### config.mk
export PLATFORM = sky130hd
export DESIGN_NAME = uart_rx_framer
export DESIGN_NICKNAME = d
export VERILOG_FILES = /design/src/rtl/uart_pkg.sv /design/src/rtl/uart_sync2.sv /design/src/rtl/uart_rx_framer.sv
export SDC_FILE = /design/constraint.sdc
export NUM_CORES = 1
export LEC_CHECK = 0
export CAP_MARGIN = 25
export CORE_MARGIN = 10
export CORE_UTILIZATION = 54
export DETAILED_ROUTE_END_ITERATION = 6
export GPL_TIMING_DRIVEN = 0
export PLACE_DENSITY_LB_ADDON = 0.12
export SLEW_MARGIN = 20
export SYNTH_ARGS = -nofsm -noshare
export SYNTH_HDL_FRONTEND = slang
export SYNTH_HIERARCHICAL = 1
export SYNTH_SLANG_ARGS = --single-unit
### constraint.sdc
create_clock -name baud_clk -period 2.1 [get_ports baud_clk]
set_input_delay 0.42 -clock baud_clk [delete_from_list [all_inputs] [get_ports baud_clk]]
set_output_delay 0.42 -clock baud_clk [all_outputs]
set_load 0.01 [all_outputs]
### src/rtl/uart_pkg.sv
// Shared UART types: receive FSM state encoding and default frame geometry.
package uart_pkg;

    typedef enum logic [2:0] {
        IDLE,
        START,
        DATA,
        PARITY,
        STOP,
        RECOVER
    } rx_state_e;

    localparam int DEF_DATA_BITS  = 8;
    localparam int DEF_OVERSAMPLE = 16;

endpackage

### src/rtl/uart_sync2.sv
// Two-flop synchroniser for an idle-high serial line; both flops preset to 1.
// Latency 2 clocks; no backpressure.
module uart_sync2 (
    input  logic baud_clk,
    input  logic reset,
    input  logic d,
    output logic q
);

    logic meta;

    always_ff @(posedge baud_clk or posedge reset) begin
        if (reset) begin
            meta <= 1'b1;
            q    <= 1'b1;
        end else begin
            meta <= d;
            q    <= meta;
        end
    end

endmodule

### src/rtl/uart_rx_framer.sv
// UART receive framer: oversampled start qualify, mid-bit data sampling, stop check (parity with UART_RX_PARITY_EN).
// Latency: rx_valid ~2 + OVERSAMPLE/2 + (DATA_BITS+P+1)*OVERSAMPLE ticks after the start edge.
// Backpressure: rx_valid held until rx_ack; a frame arriving while still valid is dropped and flags overrun.
module uart_rx_framer
    import uart_pkg::*;
#(
    parameter int DATA_BITS  = DEF_DATA_BITS,
    parameter int OVERSAMPLE = DEF_OVERSAMPLE
) (
    input  logic                 baud_clk,
    input  logic                 reset,
    input  logic                 rx_in,
    input  logic                 rx_ack,
    input  logic                 parity_odd,
    output logic [DATA_BITS-1:0] rx_data,
    output logic                 rx_valid,
    output logic                 frame_err,
    output logic                 parity_err,
    output logic                 overrun,
    output logic                 busy
);

    localparam int TW = $clog2(OVERSAMPLE);
    localparam int BW = $clog2(DATA_BITS);
    localparam logic [TW-1:0] TICK_MID = TW'(OVERSAMPLE / 2 - 1);
    localparam logic [TW-1:0] TICK_END = TW'(OVERSAMPLE - 1);
    localparam logic [BW-1:0] BIT_LAST = BW'(DATA_BITS - 1);

    rx_state_e            state;
    logic [TW-1:0]        tick;
    logic [BW-1:0]        bit_idx;
    logic [DATA_BITS-1:0] shift_reg;
    logic                 rx_s;
    logic                 stop_sample;
    logic                 commit;

    uart_sync2 u_sync (
        .baud_clk (baud_clk),
        .reset    (reset),
        .d        (rx_in),
        .q        (rx_s)
    );

    assign stop_sample = (state == STOP) && (tick == TICK_END);
    // A frame lands if the holding register is free or being freed this very tick.
    assign commit      = stop_sample && (!rx_valid || rx_ack);

    always_ff @(posedge baud_clk or posedge reset) begin
        if (reset) begin
            state     <= IDLE;
            tick      <= '0;
            bit_idx   <= '0;
            shift_reg <= '0;
            rx_data   <= '0;
            rx_valid  <= 1'b0;
            frame_err <= 1'b0;
            overrun   <= 1'b0;
            busy      <= 1'b0;
        end else begin
            tick <= (tick == TICK_END) ? '0 : tick + 1'b1;

            if (rx_ack && rx_valid) begin
                rx_valid <= 1'b0;
                overrun  <= 1'b0;
            end

            if (commit) begin
                rx_data   <= shift_reg;
                frame_err <= ~rx_s;
                rx_valid  <= 1'b1;
            end else if (stop_sample) begin
                overrun <= 1'b1;
            end

            case (state)
                IDLE: begin
                    tick <= '0;
                    if (!rx_s) begin
                        state <= START;
                        busy  <= 1'b1;
                    end
                end
                START: begin
                    if (tick == TICK_MID) begin
                        tick <= '0;
                        if (!rx_s) begin
                            state   <= DATA;
                            bit_idx <= '0;
                        end else begin
                            state <= IDLE;
                            busy  <= 1'b0;
                        end
                    end
                end
                DATA: begin
                    if (tick == TICK_END) begin
                        shift_reg <= {rx_s, shift_reg[DATA_BITS-1:1]};
                        bit_idx   <= bit_idx + 1'b1;
                        if (bit_idx == BIT_LAST) begin
`ifdef UART_RX_PARITY_EN
                            state <= PARITY;
`else
                            state <= STOP;
`endif
                        end
                    end
                end
                PARITY: begin
                    if (tick == TICK_END)
                        state <= STOP;
                end
                STOP: begin
                    if (tick == TICK_END) begin
                        state <= rx_s ? IDLE : RECOVER;
                        busy  <= ~rx_s;
                    end
                end
                RECOVER: begin
                    // Line held low past the stop bit: wait for idle before hunting a new start.
                    tick <= '0;
                    if (rx_s) begin
                        state <= IDLE;
                        busy  <= 1'b0;
                    end
                end
                default: begin
                    state <= IDLE;
                    busy  <= 1'b0;
                end
            endcase
        end
    end

`ifdef UART_RX_PARITY_EN
    logic par_mis;

    always_ff @(posedge baud_clk or posedge reset) begin
        if (reset) begin
            par_mis    <= 1'b0;
            parity_err <= 1'b0;
        end else begin
            if (state == PARITY && tick == TICK_END)
                par_mis <= (^shift_reg) ^ rx_s ^ parity_odd;
            if (commit)
                parity_err <= par_mis;
        end
    end
`else
    logic unused_parity_odd;

    assign unused_parity_odd = parity_odd;
    assign parity_err        = 1'b0;
`endif

endmodule

==> load_flow_metrics.sql, run 1 <==
INSERT INTO impl_metrics (metric_group, metric, value, unit) VALUES
('synth', 'post_syn_area_per_cell', '12.4', 'um^2'),
('cts', 'numClockSinks', '32', ''),
('pwr', 'cellLeakagePower', '0.832', 'nW'),
('synth', 'ys_ff_latch', '32', ''),
('synth', 'count_of_flip_flops_with_a_built_in_enable_after_synthesis', '0', ''),
('synth', 'synthFlopType', 'sky130_fd_sc_hd__dfrtp_1', ''),
('routing', 'drt-met1-wl', '1240', 'um'),
('cts', 'clkSlewWorstSetupHoldPaths', '0.12', 'ns'),
('routing', 'remaining_drc_errors', '0', ''),
('worst_setup_path', 'timing.rr.end', 'shift_reg[7]', ''),
('worst_setup_path', 'critical_path.endpoint_type', 'flip-flop', ''),
('pwr', 'powerDensity', '1000', 'mW/mm^2'),
('die', 'floorplan.die_area', '0.00522', 'mm^2'),
('worst_setup_path', 'rr_worst_depth', '5', ''),
('cts', 'cts_resized', '0', ''),
('routing', 'wl_met2', '1370', 'um'),
('die', 'boundaryPins', '18', ''),
('pwr', 'clock_network_power_share', '27.1', '%'),
('synth', 'yosysWarningCount', '6', ''),
('routing', 'drt.antenna.violating_nets', '0', ''),
('timing', 'layout_min_cycle_time', '1.95', 'ns'),
('placed_design', 'detailed_place_hpwl', '2030', 'um'),
('cts', 'cts_post_setup_buffers_inserted', '0', ''),
('cells_and_area', 'finish.cell_count_without_fillers', '173', ''),
('synth', 'async_reset_ff_share', '100', '%'),
('synth', 'post_synth_instance_area', '0.00147', 'mm^2'),
('pwr', 'ir_drop', '1010', 'uV'),
('timing', 'grt_setup_unrepaired', 'no', ''),
('routing', 'drt-total-wl', '2830', 'um'),
('cts', 'clkLatencyLatePin', '0.35', 'ns'),
('synth', 'post-synth-top-area-cell', 'sky130_fd_sc_hd__dfrtp_1', ''),
('grt', 'grt_start_max_net_pins', '21', ''),
('placed_design', 'port_buffers', '15', ''),
('cts', 'clock-root-buffer', 'sky130_fd_sc_hd__clkbuf_4', ''),
('die', 'die_y', '72.2', 'um'),
('pwr', 'power.switching', '0.559', 'mW'),
('routing', 'topRoutingLayerUsed', 'met4', ''),
('placed_design', 'number_of_placed_instances_with_taps_included', '165', ''),
('min_path', 'holdPathEnd', 'u_sync/q', ''),
('synth', 'ys_types', '42', ''),
('timing', 'report.final.setup_viol', '0', ''),
('cells_and_area', 'fraction_of_layout_instances_using_a_drive_strength_above_1', '25.9', '%'),
('outcome', 'status', 'completed', ''),
('cells_and_area', 'num_antenna_cells', '0', ''),
('routing', 'wire_per_inst', '16.4', 'um'),
('synth', 'synth_nets', '127', ''),
('synth', 'synth.area.top_cells', 'sky130_fd_sc_hd__dfrtp_1 51%, sky130_fd_sc_hd__mux2_2 12%, sky130_fd_sc_hd__dfstp_2 3.6%', ''),
('worst_setup_path', 'crit_required', '2.32', 'ns'),
('placed_design', 'gpl.final_weighted_congestion', '0.878', ''),
('routing', 'route.vias.total', '981', ''),
('cts', 'tritoncts', 'done', ''),
('synth', 'syn_inst', '119', ''),
('synth', 'synth.yosys.seq_area_share', '54.5', '%'),
('flow_run', 'max_cap_violations', '0', ''),
('routing', 'drt_pre_antenna_iters', '4', ''),
('synth', 'synth.top_cell.area_share', '50.9', '%'),
('worst_setup_path', 'timing.critical_path.arrival', '2.16', 'ns'),
('timing', 'drv_slew', '0', ''),
('cts', 'cts_hold_buffers', '0', ''),
('cells_and_area', 'area_growth', '18.9', '%'),
('timing', 'max_freq', '514', 'MHz'),
('routing', 'drt-vias-per-instance', '5.67', ''),
('cts', 'max-clock-path-buffers', '2', ''),
('grt', 'groute.usage.overall', '11.6', '%'),
('grt', 'antenna_violations_before_repair', '0', ''),
('pwr', 'internal_power', '1.20', 'mW'),
('worst_setup_path', 'rr_startpoint', 'tick[0]', ''),
('pwr', 'share_comb_of_total_power', '28.8', '%'),
('die', 'row_count', '18', ''),
('worst_setup_path', 'critical_path_peak_fanout', '10', ''),
('grt', 'number_of_global_route_vias_before_repair', '1068', '');
[worst max-delay path by stage]
stage | start | end | slack [ns] | cells after the start
floorplan | u_sync/q | bit_idx[0] | 0.42 | 4
global placement | tick[0] | shift_reg[4] | 0.26 | 5
detailed placement | tick[0] | shift_reg[4] | 0.20 | 5
CTS | tick[0] | shift_reg[7] | 0.15 | 5
global route | tick[0] | shift_reg[7] | 0.03 | 5
finish | tick[0] | shift_reg[7] | 0.15 | 5
[through the flow]
stage	setup WS, ns	cell area, um^2	util [%]	hold WS (ns)	power, mW
after floorplan	0.416	1470	-	0.332	1.16
after global routing	0.0324	1750	68.9	0.373	1.87
after CTS	0.153	1750	68.9	0.368	1.76
after detailed placement	0.201	1680	65.9	0.354	1.30
final	0.153	1750	68.9	0.366	1.76
after global placement	0.260	1660	65.3	0.349	1.26
[cell type report]
type,instances,area (um^2)
Timing Repair Buffer,16,165
Tap cell,30,37.5
Clock buffer,6,41.3
Multi-Input combinational cell,74,607
Clock inverter,2,35.0
Sequential cell,32,803
Fill cell,190,792
Buffer,9,48.8
Inverter,4,15.0
[routing by layer]
layer  vias up  GRT usage (%)
li1        474              -
met2        21           18.4
met4         0           4.52
met3         7           5.44
met1       479           13.4
met5         -              0
[cells by family after synthesis]
logic type      synth area share (%)
flops                           54.5
mux                             13.9
buf+inv                         4.33
other cells                    0.254
compound gates                  11.3
fa+ha+maj                       2.55
simple gates                    13.2
[critical path, cell delays in order (launching register included)]
cell and delay [ns]:
sky130_fd_sc_hd__dfrtp_1 0.42, sky130_fd_sc_hd__ha_1 0.33, sky130_fd_sc_hd__nand3_1 0.14, sky130_fd_sc_hd__nor3_1 0.26, sky130_fd_sc_hd__buf_2 0.30, sky130_fd_sc_hd__mux2_2 0.37
[synthesized netlist by cell type (3+ instances only)]
master	count
sky130_fd_sc_hd__buf_2	3
sky130_fd_sc_hd__clkbuf_1	4
sky130_fd_sc_hd__inv_1	4
sky130_fd_sc_hd__mux2_2	16
sky130_fd_sc_hd__nand3b_1	3
sky130_fd_sc_hd__a211oi_1	3
sky130_fd_sc_hd__nor2b_1	7
sky130_fd_sc_hd__nand2_1	6
sky130_fd_sc_hd__ha_1	3
sky130_fd_sc_hd__dfrtp_1	30
[power by group through the flow]
| stage | logic (mW) | registers, mW | clock network [mW] |
|---|---|---|---|
| 2_1_floorplan | 0.388 | 0.775 | 0 |
| 3_3_place_gp | 0.480 | 0.776 | 0 |
| 3_5_place_dp | 0.507 | 0.789 | 0 |
| 4_1_cts | 0.511 | 0.776 | 0.476 |
| 5_1_grt | 0.569 | 0.787 | 0.513 |
| 6_report | 0.506 | 0.775 | 0.475 |
No activity file was read; power rests on OpenSTA's default activity.
==> run 2, diff against run 1 <==
CORE_UTILIZATION = 45   (was 54)
==> load_flow_metrics.sql, run 2 (same netlist as run 1, synthesis figures left out) <==
INSERT INTO impl_metrics (metric_group, metric, value, unit) VALUES
('worst_setup_path', 'critPathTopFamily', 'flip-flops', ''),
('die', 'floorplan.die_area', '0.00596', 'mm^2'),
('worst_setup_path', 'crit_path_max_incr_delay', '0.40', 'ns'),
('cts', 'clock-root-buffer', 'sky130_fd_sc_hd__clkbuf_4', ''),
('worst_setup_path', 'critical_path.endpoint_type', 'flip-flop', ''),
('timing', 'report.final.setup_viol', '0', ''),
('cts', 'number_of_levels_in_the_clock_h_tree', '2', ''),
('timing', 'setup-tns-final', '0', 'ns'),
('timing', 'worst_slew_margin_rel', '58.7', '%'),
('worst_setup_path', 'crit_required', '2.34', 'ns'),
('cts', 'cts_resized', '0', ''),
('cts', 'numClockSinks', '32', ''),
('die', 'die_y', '77.2', 'um'),
('pwr', 'powerDensity', '953', 'mW/mm^2'),
('worst_setup_path', 'cp.buffers_inverters', '1', ''),
('pwr', 'ir_drop', '468', 'uV'),
('cells_and_area', 'layout.cells.most_common_list', '30 x sky130_fd_sc_hd__dfrtp_1, 16 x sky130_fd_sc_hd__mux2_2, 15 x sky130_fd_sc_hd__clkdlybuf4s50_1, 7 x sky130_fd_sc_hd__nor2b_1, 6 x sky130_fd_sc_hd__nand2_1', ''),
('worst_setup_path', 'rr_worst_depth', '5', ''),
('worst_setup_path', 'crit_start', 'tick[0]', ''),
('timing', 'clock_skew', '0.0111', 'ns'),
('timing', 'max_freq', '539', 'MHz'),
('pwr', 'cellLeakagePower', '0.813', 'nW'),
('worst_setup_path', 'critical_path_peak_fanout', '10', ''),
('cts', 'max-clock-path-buffers', '2', ''),
('cts', 'clkLatencyLatePin', '0.35', 'ns'),
('routing', 'drt-vias-per-instance', '5.22', ''),
('placed_design', 'number_of_placed_instances_with_taps_included', '178', ''),
('worst_setup_path', 'timing.critical_path.arrival', '2.09', 'ns'),
('worst_setup_path', 'path_cells', 'ha_1 -> nand3_1 -> nor3_1 -> buf_2 -> mux2_2', ''),
('timing', 'worst-slew-pin-transition', '0.618', 'ns'),
('cells_and_area', 'area_growth', '18.2', '%'),
('cells_and_area', 'layout_commonest_cell', 'sky130_fd_sc_hd__dfrtp_1', ''),
('worst_setup_path', 'rr_startpoint', 'tick[0]', ''),
('cells_and_area', 'num_antenna_cells', '0', ''),
('cells_and_area', 'finish.cell_count_without_fillers', '186', ''),
('cts', 'tritoncts', 'done', ''),
('cells_and_area', 'fillerInstances', '285', ''),
('routing', 'drt_pre_antenna_iters', '4', ''),
('worst_setup_path', 'worst-path-stages', '5', ''),
('routing', 'initialDrtViolationCount', '53', ''),
('cts', 'cts-buffers-inserted', '5', ''),
('grt', 'overflow', '0', ''),
('grt', 'antenna_violations_before_repair', '0', ''),
('routing', 'drt-total-wl', '2730', 'um'),
('routing', 'route.vias.total', '971', ''),
('worst_setup_path', 'cp_slowest_cell', 'sky130_fd_sc_hd__dfrtp_1', ''),
('placed_design', 'gpl.final_weighted_congestion', '0.842', ''),
('cts', 'cts_post_setup_buffers_inserted', '0', ''),
('placed_design', 'port_buffers', '15', ''),
('worst_setup_path', 'reg2reg_setup_slack', '0.25', 'ns'),
('worst_setup_path', 'worst-setup-path-type', 'reg2reg', ''),
('cells_and_area', 'regArea', '803', 'um^2'),
('routing', 'wire_per_inst', '14.7', 'um'),
('cells_and_area', 'area_taken_by_multi_input_logic_gates', '607', 'um^2'),
('routing', 'drt.antenna.violating_nets', '0', ''),
('timing', 'layout_min_cycle_time', '1.85', 'ns'),
('placed_design', 'detailed_place_hpwl', '1880', 'um'),
('worst_setup_path', 'critPathLaunchType', 'flip-flop', ''),
('timing', 'hold-worst-slack', '0.365', 'ns'),
('cts', 'clkSlewWorstSetupHoldPaths', '0.10', 'ns'),
('outcome', 'status', 'completed', ''),
('worst_setup_path', 'timing.critical_path.to', 'shift_reg[3]', ''),
('grt', 'grt_start_max_net_pins', '31', ''),
('cells_and_area', 'fraction_of_layout_instances_using_a_drive_strength_above_1', '26.1', '%'),
('worst_setup_path', 'timing.rr.end', 'shift_reg[3]', ''),
('timing', 'finalCritPeriodShare', '88.3', '%'),
('grt', 'number_of_global_route_vias_before_repair', '1008', ''),
('timing', 'drv_slew', '0', ''),
('cells_and_area', 'count_of_nets_after_finishing', '149', ''),
('flow_run', 'max_cap_violations', '0', ''),
('cts', 'cts_hold_buffers', '0', ''),
('die', 'initial_utilization', '47.5', '%'),
('die', 'die_width', '77.2', 'um'),
('grt', 'first_pass_grt_wire_length', '4800', 'um'),
('routing', 'remaining_drc_errors', '0', ''),
('die', 'boundaryPins', '18', ''),
('die', 'area_inside_the_core_boundary', '0.00310', 'mm^2'),
('die', 'row_count', '20', ''),
('timing', 'finalHoldViolCount', '0', ''),
('grt', 'groute.usage.overall', '9.92', '%'),
('timing', 'grt_setup_unrepaired', 'no', ''),
('cells_and_area', 'final_core_utilization', '56.1', '%'),
('min_path', 'min_path_type', 'reg2reg', '');
[run 2: cell count changes in the layout (fill, tap and decap cells not counted)]
| cell | previous run | this run |
|---|---|---|
| sky130_fd_sc_hd__bufinv_16 | 1 | 0 |
| sky130_fd_sc_hd__inv_1 | 4 | 3 |
| sky130_fd_sc_hd__clkinvlp_4 | 0 | 1 |
| sky130_fd_sc_hd__buf_8 | 1 | 0 |
| sky130_fd_sc_hd__inv_2 | 0 | 1 |
| sky130_fd_sc_hd__clkbuf_8 | 0 | 1 |
| sky130_fd_sc_hd__clkinv_2 | 1 | 0 |
[run 2: worst min-delay path by stage]
stage,cells after the start,end,start,slack [ns]
6_report,0,u_sync/q,u_sync/meta,0.36
5_1_grt,0,u_sync/q,u_sync/meta,0.37
4_1_cts,0,u_sync/q,u_sync/meta,0.37
3_5_place_dp,0,u_sync/q,u_sync/meta,0.35
3_3_place_gp,0,u_sync/q,u_sync/meta,0.35
2_1_floorplan,1,u_sync/meta,reset,0.33
[run 2: metrics by stage]
step | power, mW | cell area [um^2] | setup WS (ns)
floorplan | 1.16 | 1470 | 0.416
global placement | 1.26 | 1680 | 0.257
detailed placement | 1.29 | 1680 | 0.227
CTS | 1.67 | 1740 | 0.241
global route | 1.78 | 1740 | 0.100
finish | 1.66 | 1740 | 0.246
[run 2: final cells by class]
cell class / count / area share (%)
inverters: 4 / 0.862
clock buffers: 7 / 3.16
clock inverters: 1 / 0.431
flip-flops and latches: 32 / 46.1
plain buffers: 9 / 2.80
multi-input cells: 74 / 34.8
well taps: 44 / 3.16
repair buffers: 15 / 8.62
[run 2: power by group]
group          switching, mW  total, mW  internal (mW)
logic                  0.261      0.502          0.241
clock network          0.221      0.385          0.164
registers             0.0667      0.772          0.706
[run 2: worst register-to-register path, delay by kind of cell, from the launching register on]
family                   cells  cell delay, ns
adder cells (fa/ha/maj)      1            0.31
buffers and inverters        1            0.29
flip-flops                   1            0.40
multiplexers                 1            0.37
AND/OR/NAND/NOR              2            0.39
[run 2: metal layers]
metal | up-vias | GRT usage (%) | part of all wire, %
li1 | 470 | - | -
met1 | 478 | 12.0 | 49
met2 | 18 | 14.1 | 42
met3 | 5 | 5.71 | 6.7
met4 | 0 | 3.83 | 1.8
met5 | - | 0 | 0
==> run 3, diff against run 2 <==
SLEW_MARGIN = default   (was 20)
==> load_flow_metrics.sql, run 3 (same netlist as run 1, synthesis figures left out) <==
INSERT INTO impl_metrics (metric_group, metric, value, unit) VALUES
('cells_and_area', 'final_cell_area', '0.00178', 'mm^2'),
('cells_and_area', 'count_of_nets_after_finishing', '150', ''),
('worst_setup_path', 'cp.buffers_inverters', '1', ''),
('pwr', 'internal_power', '1.20', 'mW'),
('placed_design', 'gpl.final_weighted_congestion', '0.842', ''),
('routing', 'initialDrtViolationCount', '57', ''),
('pwr', 'powerDensity', '982', 'mW/mm^2'),
('cts', 'clkLatencyLatePin', '0.34', 'ns'),
('routing', 'drt_pre_antenna_iters', '4', ''),
('worst_setup_path', 'critPathTopFamily', 'simple AND/OR/NAND/NOR gates', ''),
('pwr', 'cellLeakagePower', '0.838', 'nW'),
('timing', 'clock_skew', '0.0105', 'ns'),
('pwr', 'ir_drop', '590', 'uV'),
('pwr', 'p_seq_share', '44.2', '%'),
('routing', 'wire_per_inst', '14.6', 'um'),
('pwr', 'clock_network_power_share', '26.6', '%'),
('timing', 'finalHoldViolCount', '0', ''),
('flow_run', 'max_cap_violations', '0', ''),
('grt', 'overflow', '0', ''),
('placed_design', 'number_of_placed_instances_with_taps_included', '179', ''),
('cells_and_area', 'fraction_of_layout_instances_using_a_drive_strength_above_1', '25.9', '%'),
('worst_setup_path', 'critical_path.endpoint_type', 'flip-flop', ''),
('placed_design', 'detailed_place_hpwl', '1950', 'um'),
('placed_design', 'post_place_setup_slack', '0.236', 'ns'),
('placed_design', 'placement.cell_area', '0.00171', 'mm^2'),
('worst_setup_path', 'cp_slowest_cell', 'sky130_fd_sc_hd__nor3b_1', ''),
('cells_and_area', 'layout_commonest_cell', 'sky130_fd_sc_hd__dfrtp_1', ''),
('timing', 'grt_setup_unrepaired', 'no', ''),
('grt', 'number_of_global_route_vias_before_repair', '1019', ''),
('cts', 'cts_resized', '0', ''),
('min_path', 'min_path_type', 'in2async', ''),
('worst_setup_path', 'timing.rr.end', 'rx_data[5]', ''),
('routing', 'drt-total-wl', '2730', 'um'),
('grt', 'antenna_violations_before_repair', '0', ''),
('timing', 'hold-worst-slack', '0.361', 'ns'),
('worst_setup_path', 'rr_startpoint', 'state[0]', ''),
('cts', 'clock-root-buffer', 'sky130_fd_sc_hd__clkbuf_4', ''),
('die', 'die_y', '77.2', 'um'),
('worst_setup_path', 'crit_required', '2.33', 'ns'),
('timing', 'setup-tns-final', '0', 'ns'),
('cts', 'clkSlewWorstSetupHoldPaths', '0.10', 'ns'),
('die', 'area_inside_the_core_boundary', '0.00310', 'mm^2'),
('cells_and_area', 'regArea', '803', 'um^2'),
('pwr', 'fin_total_pwr', '1.75', 'mW'),
('grt', 'groute.usage.overall', '9.97', '%'),
('worst_setup_path', 'critPathLaunchType', 'flip-flop', ''),
('cells_and_area', 'finish.cell_count_without_fillers', '187', ''),
('die', 'floorplan.die_area', '0.00596', 'mm^2'),
('worst_setup_path', 'crit_path_max_incr_delay', '0.43', 'ns'),
('cts', 'number_of_levels_in_the_clock_h_tree', '2', ''),
('cells_and_area', 'area_growth', '21.0', '%'),
('worst_setup_path', 'critical_path_peak_fanout', '10', ''),
('worst_setup_path', 'timing.critical_path.arrival', '2.09', 'ns'),
('cts', 'cts_post_setup_buffers_inserted', '0', ''),
('timing', 'layout_min_cycle_time', '1.86', 'ns'),
('routing', 'route.vias.total', '981', ''),
('die', 'die_width', '77.2', 'um'),
('die', 'row_count', '20', ''),
('cts', 'cts_hold_buffers', '0', ''),
('timing', 'report.final.setup_viol', '0', ''),
('worst_setup_path', 'worst-setup-path-type', 'reg2reg', ''),
('pwr', 'share_comb_of_total_power', '29.3', '%'),
('worst_setup_path', 'path_cells', 'clkbuf_1 -> nor3b_1 -> nand3_2 -> mux2_2', ''),
('worst_setup_path', 'reg2reg_setup_slack', '0.24', 'ns'),
('pwr', 'switching_share', '31.4', '%'),
('cells_and_area', 'fillerInstances', '274', ''),
('cts', 'cts-buffers-inserted', '5', ''),
('cts', 'numClockSinks', '32', ''),
('routing', 'remaining_drc_errors', '0', ''),
('die', 'initial_utilization', '47.5', '%'),
('pwr', 'power.switching', '0.550', 'mW'),
('routing', 'drt.antenna.violating_nets', '0', ''),
('routing', 'drt-vias-per-instance', '5.25', ''),
('cells_and_area', 'final_core_utilization', '57.5', '%'),
('grt', 'first_pass_grt_wire_length', '4840', 'um'),
('cts', 'max-clock-path-buffers', '2', ''),
('cells_and_area', 'layout.cells.most_common_list', '30 x sky130_fd_sc_hd__dfrtp_1, 16 x sky130_fd_sc_hd__mux2_2, 15 x sky130_fd_sc_hd__clkdlybuf4s50_1, 7 x sky130_fd_sc_hd__nor2b_1, 6 x sky130_fd_sc_hd__nand2_1', ''),
('grt', 'grt_start_max_net_pins', '25', ''),
('cells_and_area', 'area_taken_by_multi_input_logic_gates', '607', 'um^2'),
('timing', 'fin_ws', '0.241', 'ns'),
('outcome', 'status', 'completed', ''),
('die', 'boundaryPins', '18', ''),
('worst_setup_path', 'rr_worst_depth', '4', ''),
('timing', 'drv_slew', '0', ''),
('timing', 'finalCritPeriodShare', '88.5', '%'),
('cts', 'tritoncts', 'done', ''),
('timing', 'max_freq', '538', 'MHz'),
('placed_design', 'port_buffers', '15', ''),
('cells_and_area', 'num_antenna_cells', '0', '');
-- run 3: area by class of cell --
type / instances / share of cell area [%]
repair buffers: 16 / 9.96
inverters: 4 / 0.842
clock buffers: 6 / 2.32
multi-input cells: 74 / 34.0
well taps: 44 / 3.09
flip-flops and latches: 32 / 45.1
clock inverters: 2 / 1.96
plain buffers: 9 / 2.74
-- run 3: layer usage --
layer / share of wire [%] / vias up / global-route usage [%] / routed length [um]
met1: 48 / 481 / 12.6 / 1320
met3: 5.7 / 8 / 3.85 / 155
li1: - / 470 / - / -
met4: 2.6 / 0 / 6.02 / 70
met2: 43 / 22 / 13.9 / 1180
met5: 0 / - / 0 / 0
-- run 3: worst register-to-register path: cells and delay by family (launching register included) --
family | cells | cell delay, ns
buffers and inverters | 1 | 0.22
flip-flops | 1 | 0.40
multiplexers | 1 | 0.37
AND/OR/NAND/NOR | 2 | 0.76
-- run 3: worst max path at each step --
stage | start | endpoint | slack [ns] | depth (start not counted)
after floorplan | u_sync/q | bit_idx[0] | 0.42 | 4
after global placement | tick[0] | shift_reg[4] | 0.26 | 5
after detailed placement | tick[0] | shift_reg[0] | 0.24 | 5
after CTS | state[0] | rx_data[5] | 0.23 | 4
after global routing | state[0] | rx_data[7] | 0.10 | 4
final | state[0] | rx_data[5] | 0.24 | 4
-- run 3: power by group through the flow --
stage	Sequential (mW)	Combinational, mW	Clock (mW)
3_5_place_dp	0.785	0.516	0
3_3_place_gp	0.777	0.484	0
2_1_floorplan	0.775	0.388	0
6_report	0.773	0.512	0.465
5_1_grt	0.786	0.579	0.509
4_1_cts	0.772	0.518	0.484
